==> src/rtl/bram_arb_pkg.sv <==
// Shared types and constants for the two-master BRAM AXI4-Lite arbiter.
//   arb_state_e : arbiter FSM states
//   NUM_MASTERS : number of masters sharing the slave
//   BRESP_OKAY  : write response value returned by the BRAM
package bram_arb_pkg;

    typedef enum logic [2:0] {
        IDLE,
        RD_ADDR,
        RD_DATA,
        WR_XFER,
        WR_RESP
    } arb_state_e;

    localparam int unsigned NUM_MASTERS = 2;
    localparam logic [1:0]  BRESP_OKAY  = 2'b00;

endpackage

==> src/rtl/bram_axi_arbiter_if.sv <==
// AXI4-Lite bundle (ar, r, aw, w, b channels) between one master and one slave.
//   master modport : drives addresses, write data, valids and r/b readies
//   slave modport  : drives ar/aw/w readies, read data, r/b valids and bresp
interface bram_axi_arbiter_if #(
    parameter int unsigned ADDR_WIDTH = 10,
    parameter int unsigned DATA_WIDTH = 32
);
    logic [ADDR_WIDTH-1:0]   araddr;
    logic                    arvalid;
    logic                    arready;
    logic [DATA_WIDTH-1:0]   rdata;
    logic                    rvalid;
    logic                    rready;
    logic [ADDR_WIDTH-1:0]   awaddr;
    logic                    awvalid;
    logic                    awready;
    logic [DATA_WIDTH-1:0]   wdata;
    logic [DATA_WIDTH/8-1:0] wstrb;
    logic                    wvalid;
    logic                    wready;
    logic                    bvalid;
    logic                    bready;
    logic [1:0]              bresp;

    modport master (
        output araddr, arvalid, rready, awaddr, awvalid, wdata, wstrb, wvalid, bready,
        input  arready, rdata, rvalid, awready, wready, bvalid, bresp
    );

    modport slave (
        input  araddr, arvalid, rready, awaddr, awvalid, wdata, wstrb, wvalid, bready,
        output arready, rdata, rvalid, awready, wready, bvalid, bresp
    );

endinterface

==> src/rtl/rr_arbiter2.sv <==
// Combinational two-way round-robin pick.
//   req       : request per master
//   last      : index of the master granted most recently
//   gnt_idx   : chosen master (the one not granted last when both request)
//   gnt_valid : at least one request present
module rr_arbiter2 (
    input  logic [1:0] req,
    input  logic       last,
    output logic       gnt_idx,
    output logic       gnt_valid
);

    always_comb begin
        gnt_valid = |req;
        gnt_idx   = 1'b0;
        case (req)
            2'b01:   gnt_idx = 1'b0;
            2'b10:   gnt_idx = 1'b1;
            2'b11:   gnt_idx = ~last;
            default: gnt_idx = 1'b0;
        endcase
    end

endmodule

==> src/rtl/bram_axi_arbiter.sv <==
// Shares one single-ported BRAM AXI4-Lite slave between two masters, one
// transaction (read or write) at a time, round-robin between masters.
// Handshakes are passed through combinationally while a grant is held.
//   clk, rst : clock, synchronous active-high reset
//   m0, m1   : master-facing ports (slave modport)
//   s        : BRAM-facing port (master modport)
//   grant    : index of the master owning the slave
//   busy     : high whenever the FSM is not idle
module bram_axi_arbiter #(
    parameter int unsigned ADDR_WIDTH = 10,
    parameter int unsigned DATA_WIDTH = 32
) (
    input  logic               clk,
    input  logic               rst,
    bram_axi_arbiter_if.slave  m0,
    bram_axi_arbiter_if.slave  m1,
    bram_axi_arbiter_if.master s,
    output logic               grant,
    output logic               busy
);
    import bram_arb_pkg::*;

    localparam int unsigned STRB_WIDTH = DATA_WIDTH / 8;

    arb_state_e state_q;
    logic       last_q;
    logic       aw_done_q;
    logic       w_done_q;

    // Master-side signals gathered into arrays so they can be indexed by grant.
    logic [NUM_MASTERS-1:0] m_arvalid, m_rready, m_awvalid, m_wvalid, m_bready;
    logic [NUM_MASTERS-1:0] m_arready, m_rvalid, m_awready, m_wready, m_bvalid;
    logic [ADDR_WIDTH-1:0]  m_araddr [NUM_MASTERS];
    logic [ADDR_WIDTH-1:0]  m_awaddr [NUM_MASTERS];
    logic [DATA_WIDTH-1:0]  m_wdata  [NUM_MASTERS];
    logic [STRB_WIDTH-1:0]  m_wstrb  [NUM_MASTERS];
    logic [DATA_WIDTH-1:0]  m_rdata  [NUM_MASTERS];
    logic [1:0]             m_bresp  [NUM_MASTERS];

    logic [ADDR_WIDTH-1:0]  s_araddr, s_awaddr;
    logic [DATA_WIDTH-1:0]  s_wdata;
    logic [STRB_WIDTH-1:0]  s_wstrb;
    logic                   s_arvalid, s_rready, s_awvalid, s_wvalid, s_bready;

    logic [1:0] req;
    logic       arb_idx;
    logic       arb_valid;
    logic       aw_done_nxt;
    logic       w_done_nxt;

    assign m_arvalid   = {m1.arvalid, m0.arvalid};
    assign m_rready    = {m1.rready,  m0.rready};
    assign m_awvalid   = {m1.awvalid, m0.awvalid};
    assign m_wvalid    = {m1.wvalid,  m0.wvalid};
    assign m_bready    = {m1.bready,  m0.bready};
    assign m_araddr[0] = m0.araddr;
    assign m_araddr[1] = m1.araddr;
    assign m_awaddr[0] = m0.awaddr;
    assign m_awaddr[1] = m1.awaddr;
    assign m_wdata[0]  = m0.wdata;
    assign m_wdata[1]  = m1.wdata;
    assign m_wstrb[0]  = m0.wstrb;
    assign m_wstrb[1]  = m1.wstrb;

    assign m0.arready = m_arready[0];
    assign m1.arready = m_arready[1];
    assign m0.rvalid  = m_rvalid[0];
    assign m1.rvalid  = m_rvalid[1];
    assign m0.rdata   = m_rdata[0];
    assign m1.rdata   = m_rdata[1];
    assign m0.awready = m_awready[0];
    assign m1.awready = m_awready[1];
    assign m0.wready  = m_wready[0];
    assign m1.wready  = m_wready[1];
    assign m0.bvalid  = m_bvalid[0];
    assign m1.bvalid  = m_bvalid[1];
    assign m0.bresp   = m_bresp[0];
    assign m1.bresp   = m_bresp[1];

    assign s.araddr  = s_araddr;
    assign s.arvalid = s_arvalid;
    assign s.rready  = s_rready;
    assign s.awaddr  = s_awaddr;
    assign s.awvalid = s_awvalid;
    assign s.wdata   = s_wdata;
    assign s.wstrb   = s_wstrb;
    assign s.wvalid  = s_wvalid;
    assign s.bready  = s_bready;

    assign req = m_arvalid | m_awvalid;

    rr_arbiter2 u_rr_arbiter2 (
        .req       (req),
        .last      (last_q),
        .gnt_idx   (arb_idx),
        .gnt_valid (arb_valid)
    );

    // s_awvalid/s_wvalid are already masked once their channel is done.
    assign aw_done_nxt = aw_done_q | (s_awvalid & s.awready);
    assign w_done_nxt  = w_done_q  | (s_wvalid  & s.wready);

    always_comb begin
        s_araddr  = '0;
        s_arvalid = 1'b0;
        s_rready  = 1'b0;
        s_awaddr  = '0;
        s_awvalid = 1'b0;
        s_wdata   = '0;
        s_wstrb   = '0;
        s_wvalid  = 1'b0;
        s_bready  = 1'b0;
        m_arready = '0;
        m_rvalid  = '0;
        m_awready = '0;
        m_wready  = '0;
        m_bvalid  = '0;
        for (int i = 0; i < NUM_MASTERS; i++) begin
            m_rdata[i] = '0;
            m_bresp[i] = BRESP_OKAY;
        end
        unique case (state_q)
            RD_ADDR: begin
                s_araddr         = m_araddr[grant];
                s_arvalid        = m_arvalid[grant];
                m_arready[grant] = s.arready;
            end
            RD_DATA: begin
                m_rdata[grant]  = s.rdata;
                m_rvalid[grant] = s.rvalid;
                s_rready        = m_rready[grant];
            end
            WR_XFER: begin
                s_awaddr         = m_awaddr[grant];
                s_awvalid        = m_awvalid[grant] & ~aw_done_q;
                m_awready[grant] = s.awready & ~aw_done_q;
                s_wdata          = m_wdata[grant];
                s_wstrb          = m_wstrb[grant];
                s_wvalid         = m_wvalid[grant] & ~w_done_q;
                m_wready[grant]  = s.wready & ~w_done_q;
            end
            WR_RESP: begin
                m_bvalid[grant] = s.bvalid;
                m_bresp[grant]  = s.bresp;
                s_bready        = m_bready[grant];
            end
            default: ;
        endcase
    end

    always_ff @(posedge clk) begin
        if (rst) begin
            state_q   <= IDLE;
            grant     <= 1'b0;
            busy      <= 1'b0;
            last_q    <= 1'b1;
            aw_done_q <= 1'b0;
            w_done_q  <= 1'b0;
        end else begin
            case (state_q)
                IDLE: begin
                    if (arb_valid) begin
                        grant <= arb_idx;
                        busy  <= 1'b1;
                        // Write first so a paired read of the same address sees new data.
                        state_q <= m_awvalid[arb_idx] ? WR_XFER : RD_ADDR;
                    end
                end
                RD_ADDR: begin
                    if (s_arvalid && s.arready) state_q <= RD_DATA;
                end
                RD_DATA: begin
                    if (s.rvalid && s_rready) begin
                        state_q <= IDLE;
                        busy    <= 1'b0;
                        last_q  <= grant;
                    end
                end
                WR_XFER: begin
                    if (aw_done_nxt && w_done_nxt) begin
                        state_q   <= WR_RESP;
                        aw_done_q <= 1'b0;
                        w_done_q  <= 1'b0;
                    end else begin
                        aw_done_q <= aw_done_nxt;
                        w_done_q  <= w_done_nxt;
                    end
                end
                WR_RESP: begin
                    if (s.bvalid && s_bready) begin
                        state_q <= IDLE;
                        busy    <= 1'b0;
                        last_q  <= grant;
                    end
                end
                default: begin
                    state_q <= IDLE;
                    busy    <= 1'b0;
                end
            endcase
        end
    end

endmodule

==> src/flat_wrapper.sv <==
// flat-port wrapper written by rule: the top's interface ports become plain ports
module bram_axi_arbiter_flat import bram_arb_pkg::*;
#(
    parameter int unsigned ADDR_WIDTH = 10,
    parameter int unsigned DATA_WIDTH = 32
)
  (clk, rst, grant, busy, m0_araddr, m0_arvalid, m0_rready, m0_awaddr, m0_awvalid, m0_wdata, m0_wstrb, m0_wvalid, m0_bready, m0_arready, m0_rdata, m0_rvalid, m0_awready, m0_wready, m0_bvalid, m0_bresp, m1_araddr, m1_arvalid, m1_rready, m1_awaddr, m1_awvalid, m1_wdata, m1_wstrb, m1_wvalid, m1_bready, m1_arready, m1_rdata, m1_rvalid, m1_awready, m1_wready, m1_bvalid, m1_bresp, s_araddr, s_arvalid, s_rready, s_awaddr, s_awvalid, s_wdata, s_wstrb, s_wvalid, s_bready, s_arready, s_rdata, s_rvalid, s_awready, s_wready, s_bvalid, s_bresp);
  bram_axi_arbiter_if #(.ADDR_WIDTH(ADDR_WIDTH), .DATA_WIDTH(DATA_WIDTH)) m0_i ();
  bram_axi_arbiter_if #(.ADDR_WIDTH(ADDR_WIDTH), .DATA_WIDTH(DATA_WIDTH)) m1_i ();
  bram_axi_arbiter_if #(.ADDR_WIDTH(ADDR_WIDTH), .DATA_WIDTH(DATA_WIDTH)) s_i ();
  input  logic clk;
  input  logic rst;
  output logic grant;
  output logic busy;
  input wire logic [$bits(m0_i.araddr)-1:0] m0_araddr;
  input wire logic [$bits(m0_i.arvalid)-1:0] m0_arvalid;
  input wire logic [$bits(m0_i.rready)-1:0] m0_rready;
  input wire logic [$bits(m0_i.awaddr)-1:0] m0_awaddr;
  input wire logic [$bits(m0_i.awvalid)-1:0] m0_awvalid;
  input wire logic [$bits(m0_i.wdata)-1:0] m0_wdata;
  input wire logic [$bits(m0_i.wstrb)-1:0] m0_wstrb;
  input wire logic [$bits(m0_i.wvalid)-1:0] m0_wvalid;
  input wire logic [$bits(m0_i.bready)-1:0] m0_bready;
  output wire logic [$bits(m0_i.arready)-1:0] m0_arready;
  output wire logic [$bits(m0_i.rdata)-1:0] m0_rdata;
  output wire logic [$bits(m0_i.rvalid)-1:0] m0_rvalid;
  output wire logic [$bits(m0_i.awready)-1:0] m0_awready;
  output wire logic [$bits(m0_i.wready)-1:0] m0_wready;
  output wire logic [$bits(m0_i.bvalid)-1:0] m0_bvalid;
  output wire logic [$bits(m0_i.bresp)-1:0] m0_bresp;
  input wire logic [$bits(m1_i.araddr)-1:0] m1_araddr;
  input wire logic [$bits(m1_i.arvalid)-1:0] m1_arvalid;
  input wire logic [$bits(m1_i.rready)-1:0] m1_rready;
  input wire logic [$bits(m1_i.awaddr)-1:0] m1_awaddr;
  input wire logic [$bits(m1_i.awvalid)-1:0] m1_awvalid;
  input wire logic [$bits(m1_i.wdata)-1:0] m1_wdata;
  input wire logic [$bits(m1_i.wstrb)-1:0] m1_wstrb;
  input wire logic [$bits(m1_i.wvalid)-1:0] m1_wvalid;
  input wire logic [$bits(m1_i.bready)-1:0] m1_bready;
  output wire logic [$bits(m1_i.arready)-1:0] m1_arready;
  output wire logic [$bits(m1_i.rdata)-1:0] m1_rdata;
  output wire logic [$bits(m1_i.rvalid)-1:0] m1_rvalid;
  output wire logic [$bits(m1_i.awready)-1:0] m1_awready;
  output wire logic [$bits(m1_i.wready)-1:0] m1_wready;
  output wire logic [$bits(m1_i.bvalid)-1:0] m1_bvalid;
  output wire logic [$bits(m1_i.bresp)-1:0] m1_bresp;
  output wire logic [$bits(s_i.araddr)-1:0] s_araddr;
  output wire logic [$bits(s_i.arvalid)-1:0] s_arvalid;
  output wire logic [$bits(s_i.rready)-1:0] s_rready;
  output wire logic [$bits(s_i.awaddr)-1:0] s_awaddr;
  output wire logic [$bits(s_i.awvalid)-1:0] s_awvalid;
  output wire logic [$bits(s_i.wdata)-1:0] s_wdata;
  output wire logic [$bits(s_i.wstrb)-1:0] s_wstrb;
  output wire logic [$bits(s_i.wvalid)-1:0] s_wvalid;
  output wire logic [$bits(s_i.bready)-1:0] s_bready;
  input wire logic [$bits(s_i.arready)-1:0] s_arready;
  input wire logic [$bits(s_i.rdata)-1:0] s_rdata;
  input wire logic [$bits(s_i.rvalid)-1:0] s_rvalid;
  input wire logic [$bits(s_i.awready)-1:0] s_awready;
  input wire logic [$bits(s_i.wready)-1:0] s_wready;
  input wire logic [$bits(s_i.bvalid)-1:0] s_bvalid;
  input wire logic [$bits(s_i.bresp)-1:0] s_bresp;
  assign m0_i.araddr = m0_araddr;
  assign m0_i.arvalid = m0_arvalid;
  assign m0_i.rready = m0_rready;
  assign m0_i.awaddr = m0_awaddr;
  assign m0_i.awvalid = m0_awvalid;
  assign m0_i.wdata = m0_wdata;
  assign m0_i.wstrb = m0_wstrb;
  assign m0_i.wvalid = m0_wvalid;
  assign m0_i.bready = m0_bready;
  assign m0_arready = m0_i.arready;
  assign m0_rdata = m0_i.rdata;
  assign m0_rvalid = m0_i.rvalid;
  assign m0_awready = m0_i.awready;
  assign m0_wready = m0_i.wready;
  assign m0_bvalid = m0_i.bvalid;
  assign m0_bresp = m0_i.bresp;
  assign m1_i.araddr = m1_araddr;
  assign m1_i.arvalid = m1_arvalid;
  assign m1_i.rready = m1_rready;
  assign m1_i.awaddr = m1_awaddr;
  assign m1_i.awvalid = m1_awvalid;
  assign m1_i.wdata = m1_wdata;
  assign m1_i.wstrb = m1_wstrb;
  assign m1_i.wvalid = m1_wvalid;
  assign m1_i.bready = m1_bready;
  assign m1_arready = m1_i.arready;
  assign m1_rdata = m1_i.rdata;
  assign m1_rvalid = m1_i.rvalid;
  assign m1_awready = m1_i.awready;
  assign m1_wready = m1_i.wready;
  assign m1_bvalid = m1_i.bvalid;
  assign m1_bresp = m1_i.bresp;
  assign s_araddr = s_i.araddr;
  assign s_arvalid = s_i.arvalid;
  assign s_rready = s_i.rready;
  assign s_awaddr = s_i.awaddr;
  assign s_awvalid = s_i.awvalid;
  assign s_wdata = s_i.wdata;
  assign s_wstrb = s_i.wstrb;
  assign s_wvalid = s_i.wvalid;
  assign s_bready = s_i.bready;
  assign s_i.arready = s_arready;
  assign s_i.rdata = s_rdata;
  assign s_i.rvalid = s_rvalid;
  assign s_i.awready = s_awready;
  assign s_i.wready = s_wready;
  assign s_i.bvalid = s_bvalid;
  assign s_i.bresp = s_bresp;
  bram_axi_arbiter #(.ADDR_WIDTH(ADDR_WIDTH), .DATA_WIDTH(DATA_WIDTH)) u_core (.clk(clk), .rst(rst), .m0(m0_i), .m1(m1_i), .s(s_i), .grant(grant), .busy(busy));
endmodule
==> config.mk <==
export PLATFORM = sky130hd
export DESIGN_NAME = bram_axi_arbiter_flat
export DESIGN_NICKNAME = d
export VERILOG_FILES = /design/src/rtl/bram_arb_pkg.sv /design/src/rtl/bram_axi_arbiter_if.sv /design/src/rtl/rr_arbiter2.sv /design/src/rtl/bram_axi_arbiter.sv /design/src/flat_wrapper.sv
export SDC_FILE = /design/constraint.sdc
export NUM_CORES = 1
export LEC_CHECK = 0
export BUFFER_PORTS_ARGS = -buffer_cell sky130_fd_sc_hd__buf_4
export CAP_MARGIN = 20
export CORE_AREA = 2 2 119 121
export DETAILED_ROUTE_END_ITERATION = 10
export DIE_AREA = 0 0 121 123
export PLACE_DENSITY_LB_ADDON = 0.05
export SLEW_MARGIN = 5
export SYNTH_ARGS = -nofsm -noshare
export SYNTH_HDL_FRONTEND = slang
export SYNTH_HIERARCHICAL = 1
export SYNTH_SLANG_ARGS = --single-unit
==> constraint.sdc <==
create_clock -name clk -period 1.8 [get_ports clk]
set_input_delay 0.54 -clock clk [delete_from_list [all_inputs] [get_ports clk]]
set_output_delay 0.54 -clock clk [all_outputs]
set_load 0.02 [all_outputs]
==> summary.md, run 1 <==
| Metric | Value |
|---|---|
| Max FO, Critical Path | `25` |
| Worst hold path type | `primary input to flip-flop` |
| Synth top cells by count | `and2_1 (71), nor2_1 (68), mux2i_1 (59), dfxtp_1 (8)` |
| Overall Power | `just over 3 mW` |
| CP Capture Point | `s_wvalid` |
| Syn Inst Count | `between 200 and 300` |
| First-pass GRT wire length | `roughly 16000 µm` |
| Residual DRC | `0` |
| DRT iter0 DRCs | `65` |
| Vias | `3284` |
| Switch Pwr | `1.33 mW` |
| FF-to-FF End | `u_core/state_q[0]` |
| Critical-path cell list | `and2b_2 -> nand2_4 -> buf_12 -> nor3_2 -> buf_4` |
| Min Tclk post-route | `about 2 ns` |
| Clock slew at reported path FFs | `0.04 ns` |
| Setup TNS | `-20.76 ns` |
| WP data required | `1.26 ns` |
| CTS buffer count | `3` |
| # diodes | `0` |
| Final instance area | `about 0.0053 mm²` |
| Core Area | `approximately 0.014 mm²` |
| Seq/Total Area, Yosys | `just over 8%` |
| Routability cong. | `around 0.73` |
| DR vias/cell | `a little over 4` |
| PnR worst setup slack | `-0.199 ns` |
| Multi-input gate area | `0.00201 mm²` |
| Flop2flop setup slack | `around 0.08 ns` |
| Top post-synthesis cells by area | `mux2i_1 (30%), and2_1 (22%), nor2_1 (13%)` |
| Placed cell area | `0.00486 mm²` |
| Register share of total power | `between 8 and 9%` |
| Final hold vios | `0` |
| CP max-delay cell | `dfxtp_2` |
| Largest net degree at the start of global routing | `26` |
| Critical Path Start Type | `flip-flop` |
| Mean routed wirelength per cell | `roughly 15 µm` |
| Critical path type | `flip-flop to output pin` |
| Ports | `just over 300` |
| Slew Limit Fails | `0` |
| Hold path depth | `2` |
| Root buffer cell | `clkbuf_16` |
| Layout net count | `775` |
| WL final | `11600 µm` |
| Ys flop type | `dfxtp_1` |
| Cell depth of the worst flop-to-flop path | `7` |
| Maximum clock path buffer count | `2` |
| Die width | `approximately 120 µm` |
| Sink Count | `8` |
| Die Height | `between 100 and 150 µm` |
| Grt ovf | `0` |
| Syn Std Cell Area | `around 0.002 mm²` |
| Share of cells above drive strength 1 | `about four fifths` |
| Post-synth EDFFs | `0` |
| Number of global-route vias before repair | `slightly above 3000` |
| Fillers | `about 1400` |
| H-Tree Depth | `1` |
| Yosys warning count | `6` |
| VDD IR max | `~0.28 mV` |
| Skew final | `about 0.0024 ns` |
| Final setup viols | `~140` |
| Initial antenna violation count | `0` |
| Detailed Place HPWL | `between 9000 and 10000 µm` |
| Clk_lat worst skew | `0.24 ns` |
| CTS tree | `built` |
| RSZ-0062 raised after global routing | `true` |
| Tightest Pin Transition | `between 0.2 and 0.3 ns` |
| Critical Path End Type | `output pin` |
| Switching share of total power | `between 40% and 50%` |
| LEAKAGE | `2.59 nW` |
| Input/output buffers | `approximately 300` |
| Gate power share | `~80%` |
| Critical path origin | `u_core/state_q[2]` |
| Top cell type's share of synthesized area | `between 20% and 30%` |
| Die ar. | `between 0.01 and 0.015 mm²` |
| Internal power | `approximately 1.7 mW` |
| Dpl cells | `776` |
| Reg2reg start | `u_core/grant` |
| Top-count cell post-synth | `and2_1` |
| Register bit total from synthesis | `8` |
| Placement Rows | `43` |
| Starting Density | `between 10% and 20%` |
| Non-filler cells in the finished layout | `slightly below 800` |
| Post-synth top area cell | `mux2i_1` |
| Tcrit/Tclk final | `111%` |
| Clock share of power | `about an eighth` |
| First-pass DRT Iterations | `4` |
| Area Growth Syn to Fin | `166%` |
| Hold Slack | `0.517 ns` |
| Cell variety after synth | `44` |
| WP data arrival | `approximately 1.5 ns` |
| Failing checks | `negative setup slack` |
| Slew headroom | `approximately four fifths` |
| GRT Total Usage | `around 14%` |
| Syn_nets | `~450` |
| Storage cell area | `around 170 µm²` |
| Async S/R FF share, synth | `0%` |
| P per Cell Area | `between 500 and 600 mW/mm²` |
| Number of max-cap violations | `0` |
| Crit path largest cell delay | `0.32 ns` |
| Run status | `complete, but fails checks` |
| Dpl ws | `-0.241 ns` |
| Detail Route Antenna Nets | `0` |
| Fmax | `around 500 MHz` |
| Avg Cell Area, Syn | `a little under 7 µm²` |
| Final core utilization | `~40%` |
==> worst min-delay path by stage <==
| stage | start | endpoint | slack [ns] |
|---|---|---|---|
| 2_1_floorplan | u_core/last_q | u_core/last_q | 0.47 |
| 3_3_place_gp | u_core/busy | u_core/busy | 0.52 |
| 3_5_place_dp | u_core/busy | u_core/busy | 0.52 |
| 4_1_cts | rst | u_core/grant | 0.52 |
| 5_1_grt | rst | u_core/grant | 0.52 |
| 6_report | rst | u_core/grant | 0.52 |
==> worst max-delay path: cells and delay by family (launching register included) <==
family,cells,cell delay (ns)
flip-flops,1,0.32
AND/OR/NAND/NOR,3,0.53
buffers and inverters,2,0.36
==> power groups by stage <==
stage | Combinational, mW | Sequential, mW | Clock (mW)
after global routing | 2.59 | 0.275 | 0.411
after CTS | 2.39 | 0.265 | 0.406
after floorplan | 1.21 | 0.243 | 0
after detailed placement | 2.23 | 0.268 | 0
final | 2.41 | 0.267 | 0.394
after global placement | 2.23 | 0.269 | 0
==> cell usage in the layout (no fill, tap or decap), types with 2 or more instances in the layout <==
master       n
nand2_1      2
and3_4       4
and3_1       2
mux2_4       2
nor4b_2      2
and2_1       7
o21ai_0      5
and2_4       4
mux2i_1     55
dfxtp_2      2
mux2_2       2
inv_1        3
dfxtp_4      2
nor2_2      38
buf_4      316
and2_2      60
a311o_1      2
buf_12       8
o21a_1       2
nor2_1      29
buf_16       3
o21ai_1      2
clkbuf_16    5
or2_2        3
buf_6       12
dfxtp_1      4
mux2i_2      3
nor3b_2      2
nand2b_1     3
==> cell type report <==
type / count / area share, %
inverters: 3 / 0.213
repair buffers: 341 / 52.9
clock buffers: 4 / 1.49
well taps: 180 / 4.26
multi-input cells: 255 / 37.9
flip-flops and latches: 8 / 3.22
==> what timing repair did <==
| action | 4_1_cts | 5_1_grt |
|---|---|---|
| pin swaps | 3 | 2 |
| buffers inserted | 6 | 1 |
| resized for setup | 30 | 18 |
| setup endpoints to repair | 140 | 142 |
| cloned | 2 | 2 |
| hold buffers | 0 | 0 |
==> cell families after synthesis <==
| logic type | Yosys count | share of synthesized area (%) |
|---|---|---|
| buffers and inverters | 25 | 6.41 |
| AO/OA/AOI/OAI | 21 | 7.67 |
| flip-flops | 8 | 8.05 |
| multiplexers | 63 | 32.3 |
| AND/OR/NAND/NOR | 171 | 45.6 |
==> per-layer routing <==
metal | up-vias | share of wire (%) | routed length (µm) | GRT usage, %
li1 | 1612 | - | - | -
met2 | 188 | 53 | 6160 | 26.6
met1 | 1474 | 36 | 4170 | 14.9
met4 | 0 | 1.4 | 160 | 3.34
met5 | - | 0 | 0 | 0
met3 | 10 | 9.8 | 1140 | 3.55
==> sequential cells by signal (all words and copies together), names as in the netlist <==
| register | cells |
|---|---|
| u_core/aw_done_q | 1 |
| u_core/busy | 1 |
| u_core/grant | 1 |
| u_core/last_q | 1 |
| u_core/state_q | 3 |
| u_core/w_done_q | 1 |
(Power assumes the default switching activity.)
==> run 2: changes to the inputs <==
--- a/config.mk
+++ b/config.mk
@@ -8,6 +8,7 @@
 export BUFFER_PORTS_ARGS = -buffer_cell sky130_fd_sc_hd__buf_4
 export CAP_MARGIN = 20
 export CORE_AREA = 2 2 119 121
+export CTS_BUF_LIST = sky130_fd_sc_hd__clkbuf_4 sky130_fd_sc_hd__clkbuf_8
 export DETAILED_ROUTE_END_ITERATION = 10
 export DIE_AREA = 0 0 121 123
 export PLACE_DENSITY_LB_ADDON = 0.05
==> run 2 against run 1 <==
  * The run still ends with negative setup slack left
  * Via count grew 0.37%
  * Wire length grew 0.77%
  * Non-clock buffer count is the same
  * Clock skew is essentially flat
  * Total power shrank 0.55%
  * Largest power group unchanged
==> summary.md, run 2 (synthesis gave the netlist of run 1 again) <==
| Metric | Value |
|---|---|
| WP data arrival | `roughly 1.5 ns` |
| Most frequent cells in the layout | `buf_4 (303), and2_2 (60), mux2i_1 (55)` |
| Slew Limit Fails | `0` |
| Maximum clock path buffer count | `2` |
| Die ar. | `0.0149 mm²` |
| Reg2reg start | `u_core/grant` |
| Critical Path End Type | `output pin` |
| Max FO, Critical Path | `10` |
| Worst hold start | `rst` |
| First-pass GRT wire length | `between 15000 and 20000 µm` |
| PnR worst setup slack | `-0.213 ns` |
| First-pass DRT Iterations | `4` |
| Biggest register | `u_core/state_q` |
| Number of max-cap violations | `0` |
| Ports | `304` |
| VDD IR max | `approximately 0.22 mV` |
| Worst hold path type | `primary input to flip-flop` |
| Min Tclk post-route | `just over 2 ns` |
| Sink Count | `8` |
| H-Tree Depth | `1` |
| WL final | `between 10000 and 15000 µm` |
| Failing checks | `negative setup slack` |
| WP data required | `between 1 and 1.5 ns` |
| Fmax | `~500 MHz` |
| Tightest Pin Transition | `between 0.2 and 0.3 ns` |
| Fillers | `1409` |
| Root buffer cell | `clkbuf_8` |
| Detail Route Antenna Nets | `0` |
| CTS tree | `built` |
| Grt ovf | `0` |
| Clock slew at reported path FFs | `0.05 ns` |
| CTS buffer count | `3` |
| Detailed Place HPWL | `approximately 9600 µm` |
| Share of cells above drive strength 1 | `between 80% and 90%` |
| Critical Path Start Type | `flip-flop` |
| Starting Density | `14.6%` |
| Area Growth Syn to Fin | `168%` |
| DR vias/cell | `4.17` |
| Die width | `around 120 µm` |
| Number of global-route vias before repair | `~3100` |
| Run status | `complete, but fails checks` |
| Placed cell area | `0.00486 mm²` |
| Input/output buffers | `about 300` |
| Placement Rows | `43` |
| Routability cong. | `roughly 0.73` |
| RSZ-0062 raised after global routing | `true` |
| Final setup viols | `around 140` |
| Layout net count | `approximately 780` |
| Final instance area | `roughly 0.0053 mm²` |
| P per Cell Area | `about 570 mW/mm²` |
| Critical path type | `flip-flop to output pin` |
| Largest register FFs | `3` |
| Critical path origin | `u_core/state_q[0]` |
| Clk_lat worst skew | `approximately 0.24 ns` |
| Residual DRC | `0` |
| Overall Power | `just over 3 mW` |
| Vias | `around 3300` |
| Commonest non-fill, non-tap cell in the layout | `buf_4` |
| Initial antenna violation count | `0` |
| Skew final | `0.00259 ns` |
| GRT Total Usage | `about an eighth` |
| LEAKAGE | `~2.6 nW` |
| # diodes | `0` |
| Die Height | `between 100 and 150 µm` |
| DRT iter0 DRCs | `72` |
| Mean routed wirelength per cell | `between 10 and 15 µm` |
| Tcrit/Tclk final | `112%` |
| Largest net degree at the start of global routing | `26` |
| Slew headroom | `79.9%` |
| Final hold vios | `0` |
| Core Area | `between 0.01 and 0.015 mm²` |
==> run 2: final cells by class <==
cell class | instances | area, µm² | area share, %
Clock buffer | 4 | 48.8 | 0.914
Inverter | 3 | 11.3 | 0.211
Multi-Input combinational cell | 255 | 2070 | 38.7
Sequential cell | 8 | 173 | 3.23
Tap cell | 180 | 225 | 4.22
Timing Repair Buffer | 341 | 2810 | 52.7
==> run 2: power breakdown <==
| part | total [mW] | leakage [nW] | internal (mW) | switching (mW) |
|---|---|---|---|---|
| clock network | 0.257 | 0.0262 | 0.170 | 0.0870 |
| registers | 0.275 | 0.0679 | 0.215 | 0.0599 |
| logic | 2.53 | 2.49 | 1.30 | 1.23 |
| total | 3.06 | 2.58 | 1.68 | 1.38 |
==> run 2: through the flow <==
stage | util, % | hold slack (ns) | instances | setup WS, ns | setup TNS, ns
after floorplan | - | 0.467 | 288 | -0.146 | -0.192
after global placement | 35.7 | 0.520 | 776 | -0.224 | -2.23
after detailed placement | 35.7 | 0.520 | 776 | -0.241 | -2.70
after CTS | 36.8 | 0.515 | 782 | -0.214 | -22.78
after global routing | 39.2 | 0.522 | 791 | -0.283 | -31.86
final | 39.2 | 0.513 | 791 | -0.213 | -20.33
==> run 2: path summary, 6_finish.rpt <==
kind                         to  cells after the start  slack, ns
setup / recovery    s_araddr[0]                      6      -0.21
hold / removal     u_core/grant                      2       0.51
setup reg to reg    u_core/busy                      7       0.10
hold reg to reg   u_core/last_q                      1       0.54
==> run 2: critical path, cell delays in order (launching register included) <==
cell,delay (ns)
dfxtp_4,0.39
and2b_2,0.22
buf_6,0.13
nand2b_4,0.08
buf_12,0.16
nor2_2,0.10
buf_4,0.14
==> run 2: repair_timing <==
item,in CTS,in global routing
buffers inserted,2,7
endpoints found under the setup margin,140,142
pin swaps,2,4
gates resized for setup,24,52
gates cloned,0,3
hold buffers,0,0
==> run 2: metal layers <==
metal | vias up | routed length [µm] | track usage, %
met5 | - | 0 | 0
met2 | 192 | 6230 | 26.0
met1 | 1479 | 4140 | 14.2
met3 | 13 | 1140 | 3.41
met4 | 0 | 206 | 3.20
li1 | 1612 | - | -
==> run 3: changes to the inputs <==
--- a/config.mk
+++ b/config.mk
@@ -11,7 +11,6 @@
 export CTS_BUF_LIST = sky130_fd_sc_hd__clkbuf_4 sky130_fd_sc_hd__clkbuf_8
 export DETAILED_ROUTE_END_ITERATION = 10
 export DIE_AREA = 0 0 121 123
-export PLACE_DENSITY_LB_ADDON = 0.05
 export SLEW_MARGIN = 5
 export SYNTH_ARGS = -nofsm -noshare
 export SYNTH_HDL_FRONTEND = slang
==> run 3 against run 2 <==
  * The run still ends with negative setup slack left
  * Final cell count up 1.0%
  * Sequential share of layout area down 0.34 points
  * Global-route usage up 0.30 points
  * Clock-buffer cell count unchanged
  * Sequential cell count unchanged
  * Critical path type unchanged
  * Critical endpoint is now s_wdata[17]
  * Largest power group unchanged
  * Highest routed layer unchanged
==> summary.md, run 3 (synthesis gave the netlist of run 1 again) <==
| Metric | Value |
|---|---|
| Tcrit/Tclk final | `113%` |
| Worst hold path type | `primary input to flip-flop` |
| Failing checks | `negative setup slack` |
| First-pass GRT wire length | `16400 µm` |
| Run status | `complete, but fails checks` |
| Area Growth Syn to Fin | `194%` |
| Placed cell area | `slightly below 0.005 mm²` |
| Critical Path End Type | `output pin` |
| Most frequent cells in the layout | `buf_4 (271), buf_6 (61), and2_2 (60)` |
| Mean routed wirelength per cell | `15.7 µm` |
| Starting Density | `around 15%` |
| Final hold vios | `0` |
| Detailed Place HPWL | `9670 µm` |
| # diodes | `0` |
| DR vias/cell | `between 4 and 5` |
| Largest register FFs | `3` |
| Min Tclk post-route | `2.03 ns` |
| Commonest non-fill, non-tap cell in the layout | `buf_4` |
| Multi-input gate area | `roughly 0.0023 mm²` |
| Storage cell area | `roughly 170 µm²` |
| Slew Limit Fails | `0` |
| CTS tree | `built` |
| Number of max-cap violations | `0` |
| Skew final | `about 0.0085 ns` |
| Critical path type | `flip-flop to output pin` |
| First-pass DRT Iterations | `5` |
| Tightest Pin Transition | `about 0.32 ns` |
| Initial antenna violation count | `0` |
| Die width | `~120 µm` |
| Layout net count | `~800` |
| Vias | `3329` |
| Fillers | `roughly 1300` |
| Dpl ws | `-0.221 ns` |
| Number of global-route vias before repair | `between 3000 and 4000` |
| Core Area | `roughly 0.014 mm²` |
| Max FO, Critical Path | `11` |
| Die Height | `between 100 and 150 µm` |
| LEAKAGE | `2.73 nW` |
| Critical Path Start Type | `flip-flop` |
| CTS buffer count | `3` |
| DRT iter0 DRCs | `between 80 and 90` |
| Maximum clock path buffer count | `2` |
| WP data arrival | `roughly 1.5 ns` |
| Placement Rows | `between 40 and 50` |
| Clock slew at reported path FFs | `roughly 0.050 ns` |
| Input/output buffers | `303` |
| WP data required | `1.26 ns` |
| Largest net degree at the start of global routing | `34` |
| RSZ-0062 raised after global routing | `true` |
| Detail Route Antenna Nets | `0` |
| WL final | `around 13000 µm` |
| Slew headroom | `~80%` |
| Cts hold-fix bufs | `0` |
| Setup TNS | `-23.92 ns` |
| H-Tree Depth | `1` |
| Ports | `around 300` |
| Share of cells above drive strength 1 | `between 80% and 90%` |
| Clk_lat worst skew | `0.24 ns` |
| Final core utilization | `a little over two fifths` |
| Grt ovf | `0` |
| Final setup viols | `between 100 and 150` |
| Routability cong. | `about 0.89` |
| GRT Total Usage | `roughly 14%` |
| VDD IR max | `approximately 0.25 mV` |
| Final instance area | `between 0.005 and 0.006 mm²` |
| PnR worst setup slack | `-0.228 ns` |
| Biggest register | `u_core/state_q` |
| Residual DRC | `0` |
| P per Cell Area | `578 mW/mm²` |
| Die ar. | `about 0.015 mm²` |
| Root buffer cell | `clkbuf_8` |
| Sink Count | `8` |
| Fmax | `493 MHz` |
-- run 3: cell types whose count changed in the layout (fill, tap and decap cells not counted), moves of 2 or more --
cell,delta
nor2_1,-4
buf_4,-32
nor2_2,-13
buf_6,+34
clkbuf_16,+4
mux2i_4,+7
buf_12,-2
mux2i_1,-13
nor2_4,+17
buf_16,+3
mux2i_2,+6
-- run 3: critical path: stages, from the launching register on --
cell	delay (ns)
dfxtp_2	0.33
and2b_2	0.25
nand2_4	0.07
buf_12	0.16
clkbuf_16	0.18
nor2_2	0.12
buf_6	0.13
-- run 3: final timing paths --
kind / start / to / slack, ns / cells after the start
worst max-delay path: u_core/state_q[2] / s_wdata[17] / -0.23 / 6
worst min-delay path: rst / u_core/grant / 0.50 / 2
worst max register to register: u_core/grant / u_core/state_q[0] / 0.14 / 7
worst min register to register: u_core/last_q / u_core/last_q / 0.50 / 1
-- run 3: final cells by class --
type                    instances  area share [%]
clock buffers                   4           0.835
inverters                       3           0.193
multi-input cells             255            38.9
flip-flops and latches          8            2.89
well taps                     180            3.85
repair buffers                349            53.3
-- run 3: where the power goes --
group / switching [mW] / leakage, nW / internal, mW / total (mW)
clock network: 0.0868 / 0.0262 / 0.170 / 0.257
logic: 1.37 / 2.64 / 1.50 / 2.88
registers: 0.0313 / 0.0674 / 0.211 / 0.242
total: 1.49 / 2.73 / 1.88 / 3.38
-- run 3: timing repair --
item	in CTS	in global routing
setup endpoints to repair	139	142
gates resized for setup	72	85
setup buffers	7	1
gates cloned	0	7
pin swaps	3	4
-- run 3: routing by layer --
metal | wire length (µm) | GRT usage, % | vias up
li1 | - | - | 1629
met1 | 4950 | 17.7 | 1590
met2 | 6860 | 24.9 | 104
met3 | 631 | 1.57 | 6
met4 | 64 | 1.45 | 0
met5 | 0 | 0 | -
-- run 3: metrics by stage --
| step | total power [mW] | instances | hold WS (ns) |
|---|---|---|---|
| global route | 3.55 | 799 | 0.517 |
| floorplan | 1.45 | 288 | 0.467 |
| global placement | 2.49 | 780 | 0.502 |
| CTS | 2.98 | 791 | 0.504 |
| detailed placement | 2.52 | 780 | 0.504 |
| finish | 3.38 | 799 | 0.505 |
